<file path="src/rtl/obstacle_scheduler.sv">
// Obstacle scroll scheduler: on each frame trigger, moves four obstacles left one per cycle,
// wraps them past the left edge with a fresh LFSR-derived gap, and flags frame/wrap events.
module obstacle_scheduler #(
  parameter int unsigned SPEED   = 2,
  parameter int unsigned SPACING = 160,
  parameter int unsigned WRAP_X  = 640,
  parameter int unsigned GAP_MIN = 40,
  parameter int unsigned V_TRIG  = 480
) (
  input  logic       clk,
  input  logic       reset,
  input  logic [9:0] CounterX,
  input  logic [9:0] CounterY,
  input  logic       start,
  input  logic       halt,
  input  logic       pause,
  output logic [9:0] X_Edge_O1,
  output logic [9:0] X_Edge_O2,
  output logic [9:0] X_Edge_O3,
  output logic [9:0] X_Edge_O4,
  output logic [9:0] Y_Edge_O1,
  output logic [9:0] Y_Edge_O2,
  output logic [9:0] Y_Edge_O3,
  output logic [9:0] Y_Edge_O4,
  output logic       frame_tick,
  output logic       busy,
  output logic       wrap_pulse
);

  localparam logic [9:0] SPEED_W  = 10'(SPEED);
  localparam logic [9:0] WRAP_W   = 10'(WRAP_X);
  localparam logic [9:0] GAP_W    = 10'(GAP_MIN);
  localparam logic [9:0] V_TRIG_W = 10'(V_TRIG);
  localparam logic [9:0] Y_RESET  = 10'd200;

  typedef enum logic [2:0] {
    IDLE,
    RUN_WAIT,
    UPD1,
    UPD2,
    UPD3,
    UPD4
  } state_t;

  state_t     state;
  state_t     state_nxt;
  logic [9:0] x_q [4];
  logic [9:0] y_q [4];
  logic [9:0] lfsr;

  logic       frame_det;
  logic       upd_en;
  logic [1:0] upd_idx;
  logic [9:0] x_cur;
  logic [9:0] x_next;
  logic [9:0] y_next;
  logic       wrap;

  assign frame_det = (CounterX == '0) && (CounterY == V_TRIG_W);

  // Entering UPD1 on the trigger edge itself lines busy up with frame_tick,
  // so obstacle n lands n+1 cycles after the trigger.
  always_comb begin
    state_nxt = state;
    upd_en    = 1'b0;
    upd_idx   = 2'd0;
    case (state)
      IDLE: begin
        if (start && !halt) state_nxt = RUN_WAIT;
      end
      RUN_WAIT: begin
        if (halt)                     state_nxt = IDLE;
        else if (frame_det && !pause) state_nxt = UPD1;
      end
      UPD1: begin
        upd_en    = 1'b1;
        upd_idx   = 2'd0;
        state_nxt = halt ? IDLE : UPD2;
      end
      UPD2: begin
        upd_en    = 1'b1;
        upd_idx   = 2'd1;
        state_nxt = halt ? IDLE : UPD3;
      end
      UPD3: begin
        upd_en    = 1'b1;
        upd_idx   = 2'd2;
        state_nxt = halt ? IDLE : UPD4;
      end
      UPD4: begin
        upd_en    = 1'b1;
        upd_idx   = 2'd3;
        state_nxt = halt ? IDLE : RUN_WAIT;
      end
      default: state_nxt = IDLE;
    endcase
  end

  always_comb begin
    x_cur  = x_q[upd_idx];
    wrap   = x_cur < SPEED_W;
    x_next = wrap ? (x_cur + WRAP_W - SPEED_W) : (x_cur - SPEED_W);
    y_next = GAP_W + {2'b00, lfsr[7:0]};
  end

  always_ff @(posedge clk) begin
    if (!reset) begin
      state      <= IDLE;
      frame_tick <= 1'b0;
      busy       <= 1'b0;
      wrap_pulse <= 1'b0;
      lfsr       <= 10'h001;
      for (int unsigned i = 0; i < 4; i++) begin
        x_q[i] <= 10'(480 + i * SPACING);
        y_q[i] <= Y_RESET;
      end
    end else begin
      state      <= state_nxt;
      frame_tick <= frame_det;
      busy       <= (state_nxt == UPD1) || (state_nxt == UPD2) ||
                    (state_nxt == UPD3) || (state_nxt == UPD4);
      wrap_pulse <= upd_en && wrap;
      lfsr       <= {lfsr[8:0], lfsr[9] ^ lfsr[6]};
      if (upd_en) begin
        x_q[upd_idx] <= x_next;
        if (wrap) y_q[upd_idx] <= y_next;
      end
    end
  end

  assign X_Edge_O1 = x_q[0];
  assign X_Edge_O2 = x_q[1];
  assign X_Edge_O3 = x_q[2];
  assign X_Edge_O4 = x_q[3];
  assign Y_Edge_O1 = y_q[0];
  assign Y_Edge_O2 = y_q[1];
  assign Y_Edge_O3 = y_q[2];
  assign Y_Edge_O4 = y_q[3];

endmodule
</file>
<file path="config.mk">
export PLATFORM = sky130hd
export DESIGN_NAME = obstacle_scheduler
export DESIGN_NICKNAME = d
export VERILOG_FILES = /design/src/rtl/obstacle_scheduler.sv
export SDC_FILE = /design/constraint.sdc
export NUM_CORES = 1
export LEC_CHECK = 0
export BUFFER_PORTS_ARGS = -buffer_cell sky130_fd_sc_hd__buf_2
export CELL_PAD_IN_SITES_DETAIL_PLACEMENT = 1
export CELL_PAD_IN_SITES_GLOBAL_PLACEMENT = 2
export CORE_MARGIN = 2
export CORE_UTILIZATION = 37
export DETAILED_ROUTE_END_ITERATION = 8
export PLACE_DENSITY = 0.82
export SYNTH_ARGS = -nofsm -noshare
export SYNTH_HDL_FRONTEND = slang
export SYNTH_SLANG_ARGS = --single-unit
</file>
<file path="constraint.sdc">
create_clock -name clk -period 7.6 [get_ports clk]
set_input_delay 0.38 -clock clk [delete_from_list [all_inputs] [get_ports clk]]
set_output_delay 0.38 -clock clk [all_outputs]
set_load 0.02 [all_outputs]
</file>
Word level (Yosys, flattened, before mapping)
Memories as Yosys holds them, arrays and structs flattened. Cells that the tools add are included.

$lt $le $gt $ge: 1. $add $sub $neg: 4. Bitwise logic cells: 1. Equal/unequal tests: 10. Muxes and demuxes: 25. Reductions and logical operators: 14.

Operators by type and width (count): $mux W10 (2); $sub A10 B2 Y10 const B (2); $pmux W3 S6 (1); $mux W3 (5); $eq A3 B2 Y1 const B (4); $eq A3 B3 Y1 const B (4); $mux W1 (12); $add A10 B10 Y10 const B (1); $eq A10 B9 Y1 const B (1); $logic_not A10 Y1 (1); $lt A10 B2 Y1 const B (1); $reduce_or A10 Y1 (1); $add A6 B8 Y9 const A (1); $mux W9 (1); $reduce_or A9 Y1 (1); $mux W2 (3); $pmux W2 S3 (1); $logic_and A1 B1 Y1 (4); $reduce_or A4 Y1 (1); $eq A3 B1 Y1 const B (1); $logic_not A3 Y1 (1); $logic_or A1 B1 Y1 (3); $logic_not A1 Y1 (2); $xor A1 B1 Y1 (1).

Bits of input ports: 25. Output and inout port bits: 83. RAM bits: 76. Flip-flop bits (word level): 16. Memories: 2. Logic and storage cells: 62.

Memories: x_q (words 4, width 10, read ports 5, clocked after memory_dff 0, write ports 4, line 47) `logic [9:0] x_q [4];`; y_q (words 4, width 9, read ports 4, clocked after memory_dff 0, write ports 4, line 48) `logic [9:0] y_q [4];`.

Logic depth before layout (Yosys ltp)
Depth in word-level cells: 10. Mapped depth: 10. Mapped depth without buffers: 9.

Worst setup path before layout
Ideal clock, no wire load.

Kind: register to register. From: mem x_q[3][1]. To: mem y_q[1][0] (netlist name), enable pin. Path buffers: 0. Period minus slack after synthesis: 2979 ps. Data arrival time: 2592 ps. Setup time: 387 ps. Setup slack: 4621 ps. Stages on the path, launching flop included: 7. Required time: 7213 ps. Path through: edfxtp_1 mux2_1 o211ai_1 o21ai_1 nor4_2 nand2_1 o21ai_0.

RTL lines (line): start, declared (47); end, declared (48).

==> impl_metrics.yaml <==
cts:
  cts_max_level: 3
  clk_latency_ns: 0.37
  clk_path_buf_depth: 2
  cts_buffers: 9
  cts_tree: "built"
  cts_root_buf: "clkbuf_8"
  clkSlewWorstSetupHoldPaths_ns: 0.10
  cts_sinks: 92
  cts_resized: 0
  postCtsSetupRepairBufs: 0
  postCtsHoldBufs: 0
die:
  io_pins: 108
  rows: 38
  die_h_um: 110
  start_util: 0.380
  dieArea_um2: 12000
  core_um2: 10900
  dieWidth_um: 110
sta:
  fin_skew_ns: 0.00535
  fin_crit_ns: 3.93
  drv_slew: 0
  worstMarginPinSlew_ns: 1.13
  hold_violations: 0
  fin_crit_sh: 0.517
  rsz0062_at_grt: "false"
  finalSetupViolCount: 0
  max_freq_ghz: 0.254
  tns_ns: 0
  slew-limit-headroom: 0.238
routing:
  num_vias: 3176
  ant_nets: 0
  drc: 0
  wl_um: 12000
  wl_per_cell_um: 20.3
  routed_via_density: 5.37
  firstDrtPassIters: 4
  drt-initial-drc-count: 152
setup_path:
  r2r_cells: 7
  worstPathArrival_ns: 3.93
  worst-setup-path-type: "reg2reg"
  r2r-end: "y_q[1][1]"
  critPathLaunchType: "flip-flop"
  end_kind: "flip-flop"
  cp.required_ns: 7.60
  timing.rr.start: "state[0]"
  crit_fanout: 18
  r2r_slack_ns: 3.67
run:
  maxCapViolCount: 0
yosys:
  ys_top_cells_by_count: "76 x edfxtp_1, 33 x nor2_1, 27 x nand2_1"
  synth-seq-cells: 92
  syn_avg_cell_area_um2: 12.1
  synthFlopType: "edfxtp_1"
  synth.most_common_cell: "edfxtp_1"
  synth_area_leaders: "edfxtp_1 55%, dfxtp_1 7.8%, and2_1 3.3%"
  synth_seq_area_share: 0.630
  synth_area_leader_cell: "edfxtp_1"
  synth.distinct_cells: 58
  netlist_area_um2: 4130
  synthArstFlopShare: 0
  synth-edff-count: 76
  ys.warnings.count: 0
  synthCells: 342
  synth.top_cell.area_share: 0.552
worst_hold_path:
  min_to: "state[0]"
  min_path_type: "in2reg"
  hold_depth: 3
  min_from: "start"
place:
  place.detailed.hpwl_um: 8700
  portBuffers: 103
  place_inst: 575
  gp_congestion: 0.812
power_and_ir_drop:
  power_leakage_nw: 1.86
  p_per_area_nw_per_um2: 199
  peakVddDrop_uv: 79.6
global_route:
  antenna_found_initial: 1
  grt_start_max_net_pins: 32
  grt_pass1_wl_um: 18100
  grt_pass1_vias: 3216
  grt_use_total: 0.207
  grt_overflow: 0
finish:
  area_growth_pct: 20.6
  multi_input_comb_area_um2: 1420
  nNetsFinal: 473
  diodes: 0
  regArea_um2: 2600
  fin_cells: 591
  fillers: 1225
  layout-drive-gt1-share: 0.310
outcome:
  outcome: "finished clean"
[state kept, by name, summed over array words and instances (netlist names)]
signal	flops
wrap_pulse	1
state	3
frame_tick	1
lfsr	10
x_q	40
y_q	36
busy	1
[how the worst max path moves through the flow]
| stage | start | endpoint | slack [ns] | cells past startpoint |
|---|---|---|---|---|
| finish | state[0] | y_q[1][1] | 3.67 | 7 |
| global route | state[0] | y_q[1][1] | 3.20 | 7 |
| CTS | state[0] | y_q[3][0] | 3.49 | 7 |
| detailed placement | state[0] | y_q[3][0] | 3.49 | 7 |
| global placement | state[0] | y_q[3][0] | 3.82 | 7 |
| floorplan | x_q[3][1] | y_q[1][0] | 4.62 | 6 |
[power by group]
part	total (mW)	internal [mW]	switching, mW
logic	0.0625	0.0194	0.0431
clock network	0.366	0.177	0.189
registers	0.563	0.555	0.00837
total	0.992	0.751	0.241
[logic make-up (layout without fill, tap and decap cells)]
family / Yosys count / after routing / synth area share
and+or+nand+nor: 149 / 149 / 0.194
DFF: 92 / 92 / 0.630
AOI/OAI and AO/OA: 52 / 52 / 0.0814
buffers and inverters: 22 / 128 / 0.0294
muxes: 16 / 16 / 0.0418
xor gates and xnor gates: 8 / 8 / 0.0170
adders and majority gates: 2 / 2 / 0.00605
other: 1 / 4 / 0.000907
[area by class of cell]
class / count / area share
Clock buffer: 11 / 0.0306
Clock inverter: 5 / 0.0131
Inverter: 4 / 0.00301
Multi-Input combinational cell: 231 / 0.285
Sequential cell: 92 / 0.522
Tap cell: 140 / 0.0351
Timing Repair Buffer: 108 / 0.111
[cells in the final DEF, fill, tap and decap left out, types with 5 or more instances in the layout]
master	n
a21oi_1	9
and2_1	22
and3_1	6
buf_2	103
buf_4	5
clkbuf_8	9
dfxtp_1	16
edfxtp_1	76
mux2_2	5
mux2i_1	9
nand2_1	27
nand2b_1	5
nand3_1	12
nor2_1	33
nor2b_1	6
nor3_1	10
nor4_1	6
o21ai_0	15
[through the flow]
stage          cell area [µm²]  setup WS (ns)  hold slack (ns)   util  total power [mW]
6_report                  4980           3.67            0.316  0.458             0.992
3_3_place_gp              4770           3.82            0.425  0.438             0.636
5_1_grt                   4980           3.20            0.340  0.458              1.02
3_5_place_dp              4770           3.49            0.437  0.438             0.638
2_1_floorplan             4140           4.62            0.412      -             0.611
4_1_cts                   4980           3.49            0.311  0.458             0.997
[per-layer routing]
| layer | routed length (µm) | global-route usage |
|---|---|---|
| met2 | 5880 | 0.316 |
| met5 | 0 | 0 |
| met3 | 743 | 0.0415 |
| met1 | 5320 | 0.290 |
| met4 | 85 | 0.0805 |
[worst max-delay path, cell delays in order, from the launching register on]
cell and delay [ns]:
dfxtp_1 0.58, buf_4 0.34, mux2_1 0.36, o211ai_1 0.15
o21ai_1 0.26, nor4_2 0.66, nand2_1 0.24, o21ai_0 0.94
(Power assumes the default switching activity.)
